File: config.mk
export PLATFORM = sky130hd
export DESIGN_NAME = instr_ascii_parser
export DESIGN_NICKNAME = d
export VERILOG_FILES = /design/src/rtl/instr_ascii_parser.sv
export SDC_FILE = /design/constraint.sdc
export NUM_CORES = 1
export LEC_CHECK = 0
export ABC_AREA = 1
export ABC_CLOCK_PERIOD_IN_PS = 5300
export CORE_ASPECT_RATIO = 1.4
export CORE_MARGIN = 8
export CORE_UTILIZATION = 55
export DETAILED_ROUTE_END_ITERATION = 10
export HOLD_SLACK_MARGIN = 0.05
export PLACE_DENSITY_LB_ADDON = 0.2
export SLEW_MARGIN = 20
export SYNTH_ARGS = -nofsm -noshare
export SYNTH_HDL_FRONTEND = slang
export SYNTH_SLANG_ARGS = --single-unit
File: constraint.sdc
create_clock -name clk -period 5.3 [get_ports clk]
set_clock_uncertainty 0.05 [all_clocks]
set_input_delay 0.53 -clock clk [delete_from_list [all_inputs] [get_ports clk]]
set_output_delay 0.53 -clock clk [all_outputs]
set_load 0.01 [all_outputs]
File: src/rtl/instr_ascii_parser.sv
// -----------------------------------------------------------------------------
// instr_ascii_parser
//   Parses the ASCII light-grid instruction stream (one character per
//   inbound_valid) into fixed-layout instruction words:
//     {opcode[1:0], x0, y0, x1, y1, 2'b00}
//   opcode: 01 turn on, 10 turn off, 11 toggle.
//   Malformed lines set the sticky format_error. A NUL byte ends the input
//   (sticky end_of_file). After that, every byte is ignored until reset.
//
// Ports
//   clk            TCK
//   reset          asynchronous, active-high
//   inbound_valid  inbound_data carries a new character this cycle
//   inbound_data   ASCII character
//   end_of_file    sticky, set once NUL has been accepted
//   instr_valid    one-cycle pulse, instr_data captured this cycle
//   instr_data     instruction word (held until the next capture)
//   format_error   sticky, set on any malformed line
//   instr_count    number of instr_valid pulses, wraps
//
// Optional feature
//   INSTR_NORMALIZE_EN: when defined, the captured word carries
//   x0<=x1 and y0<=y1 (min/max swap in the capture cycle).
// -----------------------------------------------------------------------------
module instr_ascii_parser #(
  parameter int INBOUND_DATA_WIDTH = 8,
  parameter int COORD_WIDTH        = 12,
  parameter int INSTRUCTION_WIDTH  = 52,
  parameter int COUNT_WIDTH        = 16
) (
  input  logic                          clk,
  input  logic                          reset,
  input  logic                          inbound_valid,
  input  logic [INBOUND_DATA_WIDTH-1:0] inbound_data,
  output logic                          end_of_file,
  output logic                          instr_valid,
  output logic [INSTRUCTION_WIDTH-1:0]  instr_data,
  output logic                          format_error,
  output logic [COUNT_WIDTH-1:0]        instr_count
);

  localparam int AW = COORD_WIDTH + 2;  // room for acc*10 before truncation

  localparam logic [INBOUND_DATA_WIDTH-1:0] CH_NUL = 'h00;
  localparam logic [INBOUND_DATA_WIDTH-1:0] CH_LF  = 'h0A;
  localparam logic [INBOUND_DATA_WIDTH-1:0] CH_CR  = 'h0D;
  localparam logic [INBOUND_DATA_WIDTH-1:0] CH_0   = 'h30;
  localparam logic [INBOUND_DATA_WIDTH-1:0] CH_9   = 'h39;
  localparam logic [INBOUND_DATA_WIDTH-1:0] CH_F   = 'h66;  // 'f'
  localparam logic [INBOUND_DATA_WIDTH-1:0] CH_N   = 'h6E;  // 'n'
  localparam logic [INBOUND_DATA_WIDTH-1:0] CH_O   = 'h6F;  // 'o'
  localparam logic [INBOUND_DATA_WIDTH-1:0] CH_U   = 'h75;  // 'u'

  typedef enum logic [1:0] {S_OP, S_NUM, S_SKIP, S_DONE} state_t;

  state_t                             state_q, state_d;
  logic [3:0]                         k_q, k_d;        // char index before first digit, saturating
  logic [1:0]                         op_q, op_d;      // 00 = not yet known
  logic                               turn_q, turn_d;  // "tu..." seen, waiting for on/off
  logic [AW-1:0]                      acc_q, acc_d;
  logic [2:0]                         ndig_q, ndig_d;  // digits in the open field
  logic [2:0]                         idx_q, idx_d;    // closed fields
  logic [3:0][COORD_WIDTH-1:0]        fld_q, fld_d;
  logic                               eof_q, eof_d;
  logic                               err_q, err_d;
  logic                               valid_q, valid_d;
  logic [INSTRUCTION_WIDTH-1:0]       data_q, data_d;
  logic [COUNT_WIDTH-1:0]             cnt_q, cnt_d;

  // Line-terminator view: fields as they stand once the open field is closed.
  logic [3:0][COORD_WIDTH-1:0]        fld_close;
  logic [2:0]                         idx_close;
  logic                               line_ok, line_empty, is_digit;
  logic [COORD_WIDTH-1:0]             x0, y0, x1, y1;
  logic [INSTRUCTION_WIDTH-1:0]       word;

  assign is_digit = (inbound_data >= CH_0) && (inbound_data <= CH_9);

  always_comb begin
    fld_close = fld_q;
    idx_close = idx_q;
    if (ndig_q != 3'd0 && !idx_q[2]) begin
      fld_close[idx_q[1:0]] = acc_q[COORD_WIDTH-1:0];
      idx_close             = idx_q + 3'd1;
    end
    line_ok    = (idx_close == 3'd4) && (op_q != 2'b00);
    line_empty = (state_q == S_OP) && (k_q == 4'd0);
`ifdef INSTR_NORMALIZE_EN
    x0 = (fld_close[0] < fld_close[2]) ? fld_close[0] : fld_close[2];
    x1 = (fld_close[0] < fld_close[2]) ? fld_close[2] : fld_close[0];
    y0 = (fld_close[1] < fld_close[3]) ? fld_close[1] : fld_close[3];
    y1 = (fld_close[1] < fld_close[3]) ? fld_close[3] : fld_close[1];
`else
    x0 = fld_close[0];
    y0 = fld_close[1];
    x1 = fld_close[2];
    y1 = fld_close[3];
`endif
    word = {op_q, x0, y0, x1, y1, 2'b00};
  end

  always_comb begin
    state_d = state_q;
    k_d     = k_q;
    op_d    = op_q;
    turn_d  = turn_q;
    acc_d   = acc_q;
    ndig_d  = ndig_q;
    idx_d   = idx_q;
    fld_d   = fld_q;
    eof_d   = eof_q;
    err_d   = err_q;
    valid_d = 1'b0;
    data_d  = data_q;
    cnt_d   = cnt_q;

    if (inbound_valid && state_q != S_DONE && inbound_data != CH_CR) begin
      if (inbound_data == CH_LF || inbound_data == CH_NUL) begin
        // NUL behaves like LF for the pending line, then stops the parser.
        if (state_q != S_SKIP) begin
          if (line_ok) begin
            valid_d = 1'b1;
            data_d  = word;
            cnt_d   = cnt_q + 1'b1;
          end else if (!line_empty) begin
            err_d = 1'b1;
          end
        end
        k_d    = '0;
        op_d   = '0;
        turn_d = 1'b0;
        acc_d  = '0;
        ndig_d = '0;
        idx_d  = '0;
        if (inbound_data == CH_NUL) begin
          eof_d   = 1'b1;
          state_d = S_DONE;
        end else begin
          state_d = S_OP;
        end
      end else begin
        case (state_q)
          S_OP: begin
            if (is_digit) begin
              state_d = S_NUM;
              acc_d   = AW'(inbound_data[3:0]);
              ndig_d  = 3'd1;
              idx_d   = '0;
            end else begin
              if (k_q != '1) k_d = k_q + 4'd1;
              if (k_q == 4'd1) begin
                if (inbound_data == CH_O)      op_d   = 2'b11;
                else if (inbound_data == CH_U) turn_d = 1'b1;
                else begin
                  err_d   = 1'b1;
                  state_d = S_SKIP;
                end
              end else if (k_q == 4'd6 && turn_q) begin
                if (inbound_data == CH_N)      op_d = 2'b01;
                else if (inbound_data == CH_F) op_d = 2'b10;
                else begin
                  err_d   = 1'b1;
                  state_d = S_SKIP;
                end
              end
            end
          end
          S_NUM: begin
            if (is_digit) begin
              // A digit opening a 5th field, or a 5th digit in a field, is fatal.
              if ((ndig_q == 3'd0 && idx_q == 3'd4) || ndig_q == 3'd4) begin
                err_d   = 1'b1;
                state_d = S_SKIP;
              end else begin
                acc_d  = (acc_q << 3) + (acc_q << 1) + AW'(inbound_data[3:0]);
                ndig_d = ndig_q + 3'd1;
              end
            end else if (ndig_q != 3'd0) begin
              fld_d[idx_q[1:0]] = acc_q[COORD_WIDTH-1:0];
              idx_d  = idx_q + 3'd1;
              acc_d  = '0;
              ndig_d = '0;
            end
          end
          default: ;  // S_SKIP waits for LF/NUL; S_DONE never reaches here
        endcase
      end
    end
  end

  always_ff @(posedge clk or posedge reset) begin
    if (reset) begin
      state_q <= S_OP;
      k_q     <= '0;
      op_q    <= '0;
      turn_q  <= 1'b0;
      acc_q   <= '0;
      ndig_q  <= '0;
      idx_q   <= '0;
      fld_q   <= '0;
      eof_q   <= 1'b0;
      err_q   <= 1'b0;
      valid_q <= 1'b0;
      data_q  <= '0;
      cnt_q   <= '0;
    end else begin
      state_q <= state_d;
      k_q     <= k_d;
      op_q    <= op_d;
      turn_q  <= turn_d;
      acc_q   <= acc_d;
      ndig_q  <= ndig_d;
      idx_q   <= idx_d;
      fld_q   <= fld_d;
      eof_q   <= eof_d;
      err_q   <= err_d;
      valid_q <= valid_d;
      data_q  <= data_d;
      cnt_q   <= cnt_d;
    end
  end

  assign end_of_file  = eof_q;
  assign instr_valid  = valid_q;
  assign instr_data   = data_q;
  assign format_error = err_q;
  assign instr_count  = cnt_q;

endmodule

==> impl_metrics.toml <==
[outcome]
status = "completed"

[floorplan]
io_pins = 82
die_x_microns = 121
rows = 53
die-area_sq_mm = 0.0196
core_sq_mm = 0.0150
fp.dieH_microns = 163
initial_core_util_pct = 56.3

[synth]
synth_ff_type = "dfrtp_1"
synthesis.area_sq_mm = 0.00844
yosysTopAreaCellShare_pct = 42.7
synth_area_leaders = "dfrtp_1, nand2_1, o21ai_0"
synth_edf_count = 0
synth_xor_area_share_pct = 1.87
yosysSeqAreaShare_pct = 42.7
ys.warnings.count = 0
async_flop_share_pct = 100
synth_compound_area_share_pct = 13.5
synth_largest_area_cell = "dfrtp_1"
synthMuxAreaShare_pct = 0
synth_seq_cells = 144
synthSimpleGateAreaFrac_pct = 27.8
synthCells = 1148
ys_types = 39
synth_top_family_by_area = "simple AND/OR/NAND/NOR gates"
synth.avg_cell_area_sq_um = 7.35
synth_fa_ha_area_share_pct = 4.78

[finish]
instances_no_fill = 1406
fin_nets = 1243
fillers = 1340
layout_common_cells = "nand2_1, dfrtp_1, o21ai_0, inv_1, clkdlybuf4s50_1"
insertedDiodeCount = 0
seqCellArea_sq_mm = 0.00360
fin_area_sq_mm = 0.00978
multiInputGateArea_sq_mm = 0.00405
layout_commonest_cell = "nand2_1"
drive_gt1_share_pct = 6.51
area_delta_synth_final_pct = 16.0

[clocking]
ctsResizeCount = 0
cts_tree = "done"
cts_hold_buffers = 0
htreeDepth = 4
clockRootBuffer = "clkbuf_16"
clkTransAtPathRegs_ns = 0.06
insertion_delay_ns = 0.42
cts-buffers-inserted = 17
clk_path_buf_depth = 2
post_cts_buffers = 0
clock-sinks = 144

[power]
power_density_mw_per_mm2 = 347
p_leak_uw = 0.00473
vdd_drop_max_uv = 268

[sta]
finalHoldViolCount = 0
setup_viol_count_final = 0
tightest_slew_ns = 0.909
setup_tns_ns = 0
clock.fmax_mhz = 323
fin_crit_sh_pct = 58.5
grt_setup_unrepaired = "no"
slew_headroom_pct = 39.4
slew_viol_final = 0
period_needed_ns = 3.10

[worst_setup_path]
critPathKind = "in2reg"
crit_path_max_fanout = 20
crit_required_ns = 5.55
cp_cell_sequence = "clkdlybuf4s50_1 > nand2_1 > nand2_2 > nor2_2 > nor2_1 > nand3_1 > nand2_1 > nor2_2 > inv_1 > nand2_1 > nand2_1"
worstRegToRegCells = 10
worstSetupPathDepth = 11
slowest_delay_ns = 0.59
cp_slowest_cell = "nor2_2"
end_kind = "flop"
crit_arrival_ns = 3.35
path_common_cell = "nand2_1"
crit_buf_inv = 2
critPathTopFamily = "simple AND/OR/NAND/NOR gates"
startpoint_type = "primary input"

[placement]
dp_cells = 1374
dp_hpwl_microns = 13700
globalplace.congestion = 0.823
portBuffers = 79
dpl_cell_area_sq_mm = 0.00920

[global_route]
track_usage_pct = 20.8
grt_pass1_wl_microns = 33600
grt_pass1_vias = 7151
antenna_found_initial = 0
grt-ovfl-total = 0
grt_max_degree = 103

[route]
ant_nets = 0
drt-initial-drc-count = 534
drcViolationCount = 0
wl_per_cell_microns = 13.9
vias_per_cell = 5.18
wl_microns = 19600
dr.pass1.iters = 5
vias = 7289

[min_path]
min_path_type = "reg2reg"
min_delay_path_depth = 2

[flow_run]
cap_viol_max_count = 0
## final timing paths
kind	startpoint	to	slack [ns]
worst max register to register	idx_q[0]$_DFFE_PP0P_	acc_q[1]$_DFFE_PP0P_	2.25
max in group asynchronous	reset	instr_data[50]$_DFFE_PP0P_	3.44
worst min register to register	format_error$_DFFE_PP0P_	format_error$_DFFE_PP0P_	0.42
min in group asynchronous	reset	instr_data[31]$_DFFE_PP0P_	0.63
worst max-delay path	inbound_data[2]	acc_q[1]$_DFFE_PP0P_	2.20
worst min-delay path	format_error$_DFFE_PP0P_	format_error$_DFFE_PP0P_	0.42
## stage by stage
stage,utilization [%],power [uW],hold WS [ns],setup WS (ns)
floorplan,-,1970,0.414,0.854
global placement,61.4,2190,0.404,1.78
detailed placement,61.4,2200,0.411,1.75
CTS,65.3,3410,0.429,2.20
global route,65.3,3600,0.458,1.95
finish,65.3,3390,0.416,2.20
## synthesized netlist by cell type, types with 2 or more instances
master / count
nand2_1: 435
dfrtp_1: 144
o21ai_0: 140
inv_1: 123
nor2_1: 55
o21ai_1: 35
nand3_1: 34
ha_1: 29
o21ai_2: 20
clkbuf_1: 19
xor2_1: 14
buf_6: 12
nor3_1: 11
a21oi_1: 9
buf_2: 9
nor2_2: 8
nand4_1: 7
buf_4: 5
buf_1: 4
nand3_2: 4
nand3b_1: 4
xnor2_1: 4
nor2_4: 3
fa_1: 2
inv_2: 2
nand2_2: 2
o21bai_1: 2
## registers in the layout (all words and copies together), names as in the netlist
signal        cells
ndig_q            3
idx_q             3
k_q               4
state_q           2
turn_q            1
instr_count      16
end_of_file       1
op_q              2
instr_data       50
format_error      1
acc_q            12
instr_valid       1
fld_q            48
## power by group
| part | internal [uW] | total [uW] | switching, uW |
|---|---|---|---|
| Clock | 706 | 1210 | 501 |
| Sequential | 1150 | 1230 | 72.3 |
| Combinational | 291 | 958 | 667 |
| Total | 2150 | 3390 | 1240 |
## final cells by class
class / instances / share of cell area (%)
Clock buffer: 19 / 4.42
Clock inverter: 13 / 1.59
Inverter: 126 / 4.88
Multi-Input combinational cell: 829 / 41.4
Sequential cell: 144 / 36.8
Tap cell: 192 / 2.46
Timing Repair Buffer: 83 / 8.39
## routing by layer
metal | part of all wire, % | vias up | track usage, %
li1 | - | 3724 | -
met1 | 41 | 3386 | 25.0
met2 | 52 | 154 | 36.7
met3 | 4.8 | 25 | 3.61
met4 | 1.8 | 0 | 6.89
met5 | 0 | - | 0
## worst min-delay path, stage by stage (launching register included)
cell     delay, ns
dfrtp_1       0.34
inv_1         0.04
nand2_1       0.05
## cells by family after synthesis
kind of cell | count (synthesis)
flip-flops | 144
other | 1
adder cells (fa/ha/maj) | 31
AO/OA/AOI/OAI | 208
AND/OR/NAND/NOR | 570
XOR/XNOR | 18
buffers and inverters | 176
Note: power is estimated with default switching activity, not from simulation.
